File: config.mk
export PLATFORM = sky130hd
export DESIGN_NAME = flash_miso_merge_flat
export DESIGN_NICKNAME = d
export VERILOG_FILES = /design/src/rtl/flash_miso_merge_if.sv /design/src/rtl/flash_miso_merge.sv /design/src/flat_wrapper.sv
export SDC_FILE = /design/constraint.sdc
export NUM_CORES = 1
export LEC_CHECK = 0
export ABC_CLOCK_PERIOD_IN_PS = 3100
export CORE_ASPECT_RATIO = 0.9
export CORE_MARGIN = 1.5
export CORE_UTILIZATION = 30
export CTS_CLUSTER_DIAMETER = 60
export DETAILED_ROUTE_END_ITERATION = 7
export DONT_BUFFER_PORTS = 1
export SYNTH_ARGS = -nofsm -noshare
export SYNTH_HDL_FRONTEND = slang
export SYNTH_SLANG_ARGS = --single-unit
File: constraint.sdc
create_clock -name clk -period 3.1 [get_ports clk]
set_input_delay 0.62 -clock clk [delete_from_list [all_inputs] [get_ports clk]]
set_output_delay 0.62 -clock clk [all_outputs]
set_load 0.01 [all_outputs]
File: src/rtl/flash_miso_merge_if.sv
// Host-side SPI pins, flash MISO lines and the compare/statistics outputs
// of flash_miso_merge, bundled for the design and its bench.
interface flash_miso_merge_if #(
  parameter int CNT_W = 16
);
  logic             h_clk;
  logic             h_cs_n;
  logic             mf_miso;
  logic             sf_miso;
  logic [1:0]       active_mode;
  logic             clr_stats;
  logic             h_miso;
  logic             byte_valid;
  logic [7:0]       byte_main;
  logic [7:0]       byte_sec;
  logic             mismatch;
  logic [CNT_W-1:0] mismatch_count;
  logic             first_mis_valid;
  logic [CNT_W-1:0] first_mis_byte;

  modport slave (
    input  h_clk, h_cs_n, mf_miso, sf_miso, active_mode, clr_stats,
    output h_miso, byte_valid, byte_main, byte_sec, mismatch,
           mismatch_count, first_mis_valid, first_mis_byte
  );

  modport master (
    output h_clk, h_cs_n, mf_miso, sf_miso, active_mode, clr_stats,
    input  h_miso, byte_valid, byte_main, byte_sec, mismatch,
           mismatch_count, first_mis_valid, first_mis_byte
  );
endinterface

File: src/rtl/flash_miso_merge.sv
// Routes flash MISO back to the host and, in SHARE mode, compares the bytes
// returned by the main and secondary flash, keeping sticky mismatch statistics.
module flash_miso_merge #(
  parameter int SYNC_STAGES = 2,
  parameter int SKIP_BYTES  = 4,
  parameter int CNT_W       = 16
) (
  input  logic               clk,
  input  logic               rst,
  flash_miso_merge_if.slave  bus
);

  typedef enum logic [1:0] {IDLE, SHIFT, CLOSE} state_t;

  localparam logic [31:0]      SKIP_L  = 32'(SKIP_BYTES);
  localparam logic [CNT_W-1:0] CNT_ONE = CNT_W'(1);

  logic [SYNC_STAGES-1:0] r_hclk_sy, r_cs_sy, r_mf_sy, r_sf_sy, r_flush;
  logic                   r_hclk_d, r_cs_d, r_armed;
  logic                   w_hclk_s, w_cs_s, w_mf_s, w_sf_s;
  logic                   w_re, w_cs_fall, w_cs_rise;

  state_t                 r_state, w_state_nxt;
  logic                   r_fall_pend;
  logic                   w_start, w_bit, w_byte_done, w_cmp, w_mis;
  logic [1:0]             r_txn_mode;
  logic [2:0]             r_bit_cnt;
  logic [CNT_W-1:0]       r_byte_idx;
  logic [7:0]             r_sh_main, r_sh_sec, w_nxt_main, w_nxt_sec;

  logic                   r_byte_valid, r_mismatch, r_first_mis_valid;
  logic [7:0]             r_byte_main, r_byte_sec;
  logic [CNT_W-1:0]       r_mismatch_count, r_first_mis_byte;

  always_comb begin
    case (bus.active_mode)
      2'b10, 2'b11: bus.h_miso = bus.mf_miso;
      2'b01:        bus.h_miso = bus.sf_miso;
      default:      bus.h_miso = 1'b0;
    endcase
  end

  // Synchronizers: all four pins share the same depth so sampled MISO lines
  // stay aligned with the sampled h_clk edge.
  always_ff @(posedge clk or posedge rst) begin
    if (rst) begin
      r_hclk_sy <= '0;
      r_cs_sy   <= '1;
      r_mf_sy   <= '0;
      r_sf_sy   <= '0;
      r_flush   <= '0;
      r_hclk_d  <= 1'b0;
      r_cs_d    <= 1'b1;
      r_armed   <= 1'b0;
    end else begin
      r_hclk_sy <= {r_hclk_sy[SYNC_STAGES-2:0], bus.h_clk};
      r_cs_sy   <= {r_cs_sy[SYNC_STAGES-2:0], bus.h_cs_n};
      r_mf_sy   <= {r_mf_sy[SYNC_STAGES-2:0], bus.mf_miso};
      r_sf_sy   <= {r_sf_sy[SYNC_STAGES-2:0], bus.sf_miso};
      r_flush   <= {r_flush[SYNC_STAGES-2:0], 1'b1};
      r_hclk_d  <= w_hclk_s;
      r_cs_d    <= w_cs_s;
      r_armed   <= r_armed | (r_flush[SYNC_STAGES-1] & w_cs_s);
    end
  end

  assign w_hclk_s  = r_hclk_sy[SYNC_STAGES-1];
  assign w_cs_s    = r_cs_sy[SYNC_STAGES-1];
  assign w_mf_s    = r_mf_sy[SYNC_STAGES-1];
  assign w_sf_s    = r_sf_sy[SYNC_STAGES-1];
  assign w_re      = w_hclk_s & ~r_hclk_d;
  // Arming waits for a real high CS after the chain flushes its reset value,
  // so a reset inside a transaction cannot fake a CS fall.
  assign w_cs_fall = r_armed & r_cs_d & ~w_cs_s;
  assign w_cs_rise = w_cs_s & ~r_cs_d;

  always_ff @(posedge clk or posedge rst) begin
    if (rst) r_state <= IDLE;
    else     r_state <= w_state_nxt;
  end

  always_comb begin
    w_state_nxt = r_state;
    w_start     = 1'b0;
    w_bit       = 1'b0;
    case (r_state)
      IDLE: begin
        if (w_cs_fall || r_fall_pend) begin
          w_state_nxt = SHIFT;
          w_start     = 1'b1;
        end
      end
      SHIFT: begin
        w_bit = w_re;
        if (w_cs_rise) w_state_nxt = CLOSE;
      end
      CLOSE:   w_state_nxt = IDLE;
      default: w_state_nxt = IDLE;
    endcase
  end

  assign w_nxt_main  = {r_sh_main[6:0], w_mf_s};
  assign w_nxt_sec   = {r_sh_sec[6:0], w_sf_s};
  assign w_byte_done = w_bit & (r_bit_cnt == 3'd7);
  assign w_cmp       = (r_txn_mode == 2'b11) && (32'(r_byte_idx) >= SKIP_L);
  assign w_mis       = w_byte_done & w_cmp & (w_nxt_main != w_nxt_sec);

  always_ff @(posedge clk or posedge rst) begin
    if (rst) begin
      r_fall_pend       <= 1'b0;
      r_txn_mode        <= 2'b00;
      r_bit_cnt         <= 3'd0;
      r_byte_idx        <= '0;
      r_sh_main         <= 8'h00;
      r_sh_sec          <= 8'h00;
      r_byte_valid      <= 1'b0;
      r_mismatch        <= 1'b0;
      r_byte_main       <= 8'h00;
      r_byte_sec        <= 8'h00;
      r_mismatch_count  <= '0;
      r_first_mis_valid <= 1'b0;
      r_first_mis_byte  <= '0;
    end else begin
      r_fall_pend  <= (r_state == CLOSE) & w_cs_fall;
      r_byte_valid <= w_byte_done;
      r_mismatch   <= w_mis;
      if (w_start) begin
        r_txn_mode <= bus.active_mode;
        r_bit_cnt  <= 3'd0;
        r_byte_idx <= '0;
        r_sh_main  <= 8'h00;
        r_sh_sec   <= 8'h00;
      end else if (w_bit) begin
        r_sh_main <= w_nxt_main;
        r_sh_sec  <= w_nxt_sec;
        r_bit_cnt <= r_bit_cnt + 3'd1;
      end
      if (w_byte_done) begin
        r_byte_main <= w_nxt_main;
        r_byte_sec  <= w_nxt_sec;
        if (!(&r_byte_idx)) r_byte_idx <= r_byte_idx + CNT_ONE;
      end
      // Clear wins over a same-cycle mismatch; the pulse itself still fires.
      if (bus.clr_stats) begin
        r_mismatch_count  <= '0;
        r_first_mis_valid <= 1'b0;
        r_first_mis_byte  <= '0;
      end else if (w_mis) begin
        if (!(&r_mismatch_count)) r_mismatch_count <= r_mismatch_count + CNT_ONE;
        if (!r_first_mis_valid) begin
          r_first_mis_valid <= 1'b1;
          r_first_mis_byte  <= r_byte_idx;
        end
      end
    end
  end

  assign bus.byte_valid      = r_byte_valid;
  assign bus.mismatch        = r_mismatch;
  assign bus.byte_main       = r_byte_main;
  assign bus.byte_sec        = r_byte_sec;
  assign bus.mismatch_count  = r_mismatch_count;
  assign bus.first_mis_valid = r_first_mis_valid;
  assign bus.first_mis_byte  = r_first_mis_byte;

endmodule

File: src/flat_wrapper.sv
// flat-port wrapper written by rule: the top's interface ports become plain ports
module flash_miso_merge_flat 
#(
  parameter int SYNC_STAGES = 2,
  parameter int SKIP_BYTES  = 4,
  parameter int CNT_W       = 16
)
  (clk, rst, bus_h_clk, bus_h_cs_n, bus_mf_miso, bus_sf_miso, bus_active_mode, bus_clr_stats, bus_h_miso, bus_byte_valid, bus_byte_main, bus_byte_sec, bus_mismatch, bus_mismatch_count, bus_first_mis_valid, bus_first_mis_byte);
  flash_miso_merge_if #(.CNT_W(CNT_W)) bus_i ();
  input  logic clk;
  input  logic rst;
  input wire logic [$bits(bus_i.h_clk)-1:0] bus_h_clk;
  input wire logic [$bits(bus_i.h_cs_n)-1:0] bus_h_cs_n;
  input wire logic [$bits(bus_i.mf_miso)-1:0] bus_mf_miso;
  input wire logic [$bits(bus_i.sf_miso)-1:0] bus_sf_miso;
  input wire logic [$bits(bus_i.active_mode)-1:0] bus_active_mode;
  input wire logic [$bits(bus_i.clr_stats)-1:0] bus_clr_stats;
  output wire logic [$bits(bus_i.h_miso)-1:0] bus_h_miso;
  output wire logic [$bits(bus_i.byte_valid)-1:0] bus_byte_valid;
  output wire logic [$bits(bus_i.byte_main)-1:0] bus_byte_main;
  output wire logic [$bits(bus_i.byte_sec)-1:0] bus_byte_sec;
  output wire logic [$bits(bus_i.mismatch)-1:0] bus_mismatch;
  output wire logic [$bits(bus_i.mismatch_count)-1:0] bus_mismatch_count;
  output wire logic [$bits(bus_i.first_mis_valid)-1:0] bus_first_mis_valid;
  output wire logic [$bits(bus_i.first_mis_byte)-1:0] bus_first_mis_byte;
  assign bus_i.h_clk = bus_h_clk;
  assign bus_i.h_cs_n = bus_h_cs_n;
  assign bus_i.mf_miso = bus_mf_miso;
  assign bus_i.sf_miso = bus_sf_miso;
  assign bus_i.active_mode = bus_active_mode;
  assign bus_i.clr_stats = bus_clr_stats;
  assign bus_h_miso = bus_i.h_miso;
  assign bus_byte_valid = bus_i.byte_valid;
  assign bus_byte_main = bus_i.byte_main;
  assign bus_byte_sec = bus_i.byte_sec;
  assign bus_mismatch = bus_i.mismatch;
  assign bus_mismatch_count = bus_i.mismatch_count;
  assign bus_first_mis_valid = bus_i.first_mis_valid;
  assign bus_first_mis_byte = bus_i.first_mis_byte;
  flash_miso_merge #(.SYNC_STAGES(SYNC_STAGES), .SKIP_BYTES(SKIP_BYTES), .CNT_W(CNT_W)) u_core (.clk(clk), .rst(rst), .bus(bus_i));
endmodule
==> reports/metrics.csv <==
stage,metric,value,unit
outcome,status,"finished, final reports clean",
sta,Fmax,413.7,MHz
synth,Synth top area share,0.5408,
critical_path,Critical Path RT,3.37,ns
cts,root buffer cell,clkbuf_16,
synth,cell accounting for the most synthesized area,dfrtp_1,
synth,Netlist cell types,49,
critical_path,critical setup path kind,reg -> reg,
die,die area,16020,µm²
sta,RSZ-0062 raised after global routing,false,
routing,Top Layer Used,met4,
layout,Nets,442,
layout,Fill cells,1496,
synth,ys async rst share,1.000,
synth,fraction of the mapped netlist area in adder cells,0.01366,
synth,Post-synth top cells,"99 x dfrtp_1, 61 x nand2_1, 32 x nor2_1",
die,core area,14820,µm²
critical_path,CP startpoint,u_core.bus.mismatch_count[0],
routing,via count,3272,
critical_path,Max Fanout on Critical Path,10,
global_routing,number of global-route vias before repair,3287,
power,Comb power frac,0.073,
routing,Remaining DRCs,0,
cts,"CTS clk-pin slew, worst paths",0.07,ns
placed_design,Post-DP Area,4817,µm²
synth,Main synth FF type,dfrtp_1,
layout,ANT cells,0,
power,Lkg Pwr,0.002167,µW
critical_path,CP endpoint kind,register,
critical_path,Reg-to-Reg Start,u_core.bus.mismatch_count[0],
routing,met3 WL,1.012,mm
power,P_sw,685.2,µW
global_routing,gr usage total,0.1344,
die,# IOs,61,
synth,top post-synthesis cells by area,"dfrtp_1 54%, nand2_1 5.0%, mux2_2 4.2%",
power,Pint,2240,µW
cts,TritonCTS buffer count,9,
global_routing,largest net degree at the start of global routing,48,
sta,Slew @ Worst Pin,0.8824,ns
cts,worst skew pair latency,0.35,ns
synth,area share of xor/xnor cells in the synthesized design,0.02294,
cts,Post-CTS Setup Bufs,0,
placed_design,GP Congestion,0.7777,
min_path,worst hold-check path type,in -> reg,
synth,syn nets,442,
synth,post-synthesis compound-gate area fraction,0.1013,
critical_path,critical path arrival,2.69,ns
synth,Synth Area in Simple Gates,0.1915,
routing,overall routed net length,10.08,mm
synth,Mapped Area,4581,µm²
synth,Post-synth EDFFs,0,
synth,Avg Inst Size Synth,10.70,µm²
layout,fraction of layout cells with a size suffix above 1,0.1201,
critical_path,CP Launch Type,register,
sta,Rel. slew slack,0.4105,
synth,most common cell in the netlist,dfrtp_1,
cts,H-tree depth,3,
routing,drt first pass iters,4,
routing,WL/cell,15.97,µm
power,Reg power frac,0.492,
synth,Synth Register Bits,102,
cts,PostCTS Resize Cnt,0,
sta,final setup TNS,0,ns
routing,M1 WL,4.434,mm
sta,crit path time final,2.417,ns
global_routing,first-pass GRT wire length,17.05,mm
placed_design,post-DP HPWL,7.047,mm
synth,mux contribution to synthesized area,0.08358,
routing,DR WL met2,4.535,mm
min_path,Worst Hold Launch,bus_h_cs_n,
global_routing,initial antenna violation count,0,
power,Worst VDD drop,327.2,µV
cts,# clock sinks,102,
job,MaxCap Viol Count,0,
synth,largest family of logic cells by synthesized area,simple AND/OR/NAND/NOR gates,
routing,Iteration-0 DRC Markers,265,
cts,cts hold-fix bufs,0,
layout,Layout area overhead,12.65,%
layout,Post-Layout Cell Count,631,
sta,Pins Over Slew Limit,0,
die,Initial Utilization,0.3091,
cts,clk buf depth,2,
layout,Final Cell Area,5160,µm²
sta,final setup fails,0,
sta,Final Skew,0.005554,ns
power,sw frac,0.2343,
cts,CTS tree,yes,
placed_design,Post-Place Cells,615,
routing,Detail Route Antenna Nets,0,
global_routing,total grt overflow,0,
critical_path,R2R Setup Slk,0.68,ns
synth,sequential share of the synthesized area,0.5580,
synth,synth warn,0,
placed_design,I/O Buffers,0,
synth,Cells after Synth,428,
sta,final hold vios,0,
sta,period utilization,0.7797,
die,Die X,133.3,µm
die,row count,42,
power,clock group share of total power,0.435,
routing,vias per cell,5.185,
die,DIE HEIGHT,120.2,µm
power,pwr dens,566.8,nW/µm²
critical path: stages (launching register included):
cell     delay, ns
dfrtp_1       0.46
ha_1          0.29
and4_1        0.25
and4_4        0.18
or3b_1        0.51
or4_1         0.50
a21oi_1       0.15
state kept, by name (all words and copies together) (netlist names), 2 cells and up:
register,count
u_core.bus.byte_main,8
u_core.r_sf_sy,2
u_core.r_bit_cnt,3
u_core.r_hclk_sy,2
u_core.r_sh_main,7
u_core.bus.mismatch_count,16
u_core.bus.first_mis_byte,16
u_core.r_state,2
u_core.r_flush,2
u_core.r_byte_idx,16
u_core.r_mf_sy,2
u_core.r_txn_mode,2
u_core.bus.byte_sec,8
u_core.r_sh_sec,7
u_core.r_cs_sy,2
metal layers:
layer	vias up	track usage
met5	-	0
met4	0	0.04144
met3	9	0.06625
met2	112	0.2034
met1	1622	0.1688
li1	1529	-
layout make-up:
| cell class | instances | area [µm²] | area share |
|---|---|---|---|
| inverter | 9 | 37.54 | 0.007274 |
| multi-input combinational | 297 | 1896 | 0.3674 |
| sequential | 102 | 2556 | 0.4954 |
| clock buffer | 12 | 266.5 | 0.05165 |
| clock inverter | 4 | 76.32 | 0.01479 |
| tap | 198 | 247.7 | 0.04801 |
| timing repair buffer | 9 | 80.08 | 0.01552 |
cell usage in the layout, fill, tap and decap left out, types with 6 or more instances in the layout:
master	instances
mux2_2	17
nor4_1	7
or4_1	10
nand3_1	20
dfrtp_1	99
mux2i_1	18
inv_1	8
xor2_1	10
nand4_1	11
buf_4	8
o21ai_0	14
nor2_1	32
o31ai_1	13
clkbuf_16	9
a21oi_1	31
nand2_1	61
o211ai_1	6
power groups by stage:
stage	clock network (µW)	logic (µW)	registers, µW
after floorplan	0	159	1450
after global placement	0	209	1460
after detailed placement	0	216	1460
after CTS	1310	217	1440
after global routing	1350	246	1450
final	1270	213	1440
cell families after synthesis:
group           Yosys count
compound gates           74
xor+xnor                 12
fa+ha+maj                 5
buf+inv                  29
flops                   102
mux                      36
other cells               1
simple gates            169
through the flow:
step	setup slack, ns	util	power, µW	hold WS [ns]
6_report	0.6828	0.3482	2925	0.2658
5_1_grt	0.5348	0.3482	3047	0.2368
4_1_cts	0.7090	0.3482	2962	0.2458
3_5_place_dp	0.7214	0.3251	1680	0.3347
3_3_place_gp	0.7794	0.3251	1670	0.3329
2_1_floorplan	0.7970	-	1608	0.3312
worst paths after layout:
kind,endpoint,depth (start not counted)
setup / recovery,u_core.bus.mismatch_count[8],6
hold / removal,u_core.r_cs_sy[0],0
setup reg to reg,u_core.bus.mismatch_count[8],6
hold reg to reg,u_core.r_flush[1],0
max in group asynchronous,u_core.r_cs_sy[0],2
min in group asynchronous,u_core.bus.byte_sec[5],1
No activity file was read; power rests on OpenSTA's default activity.
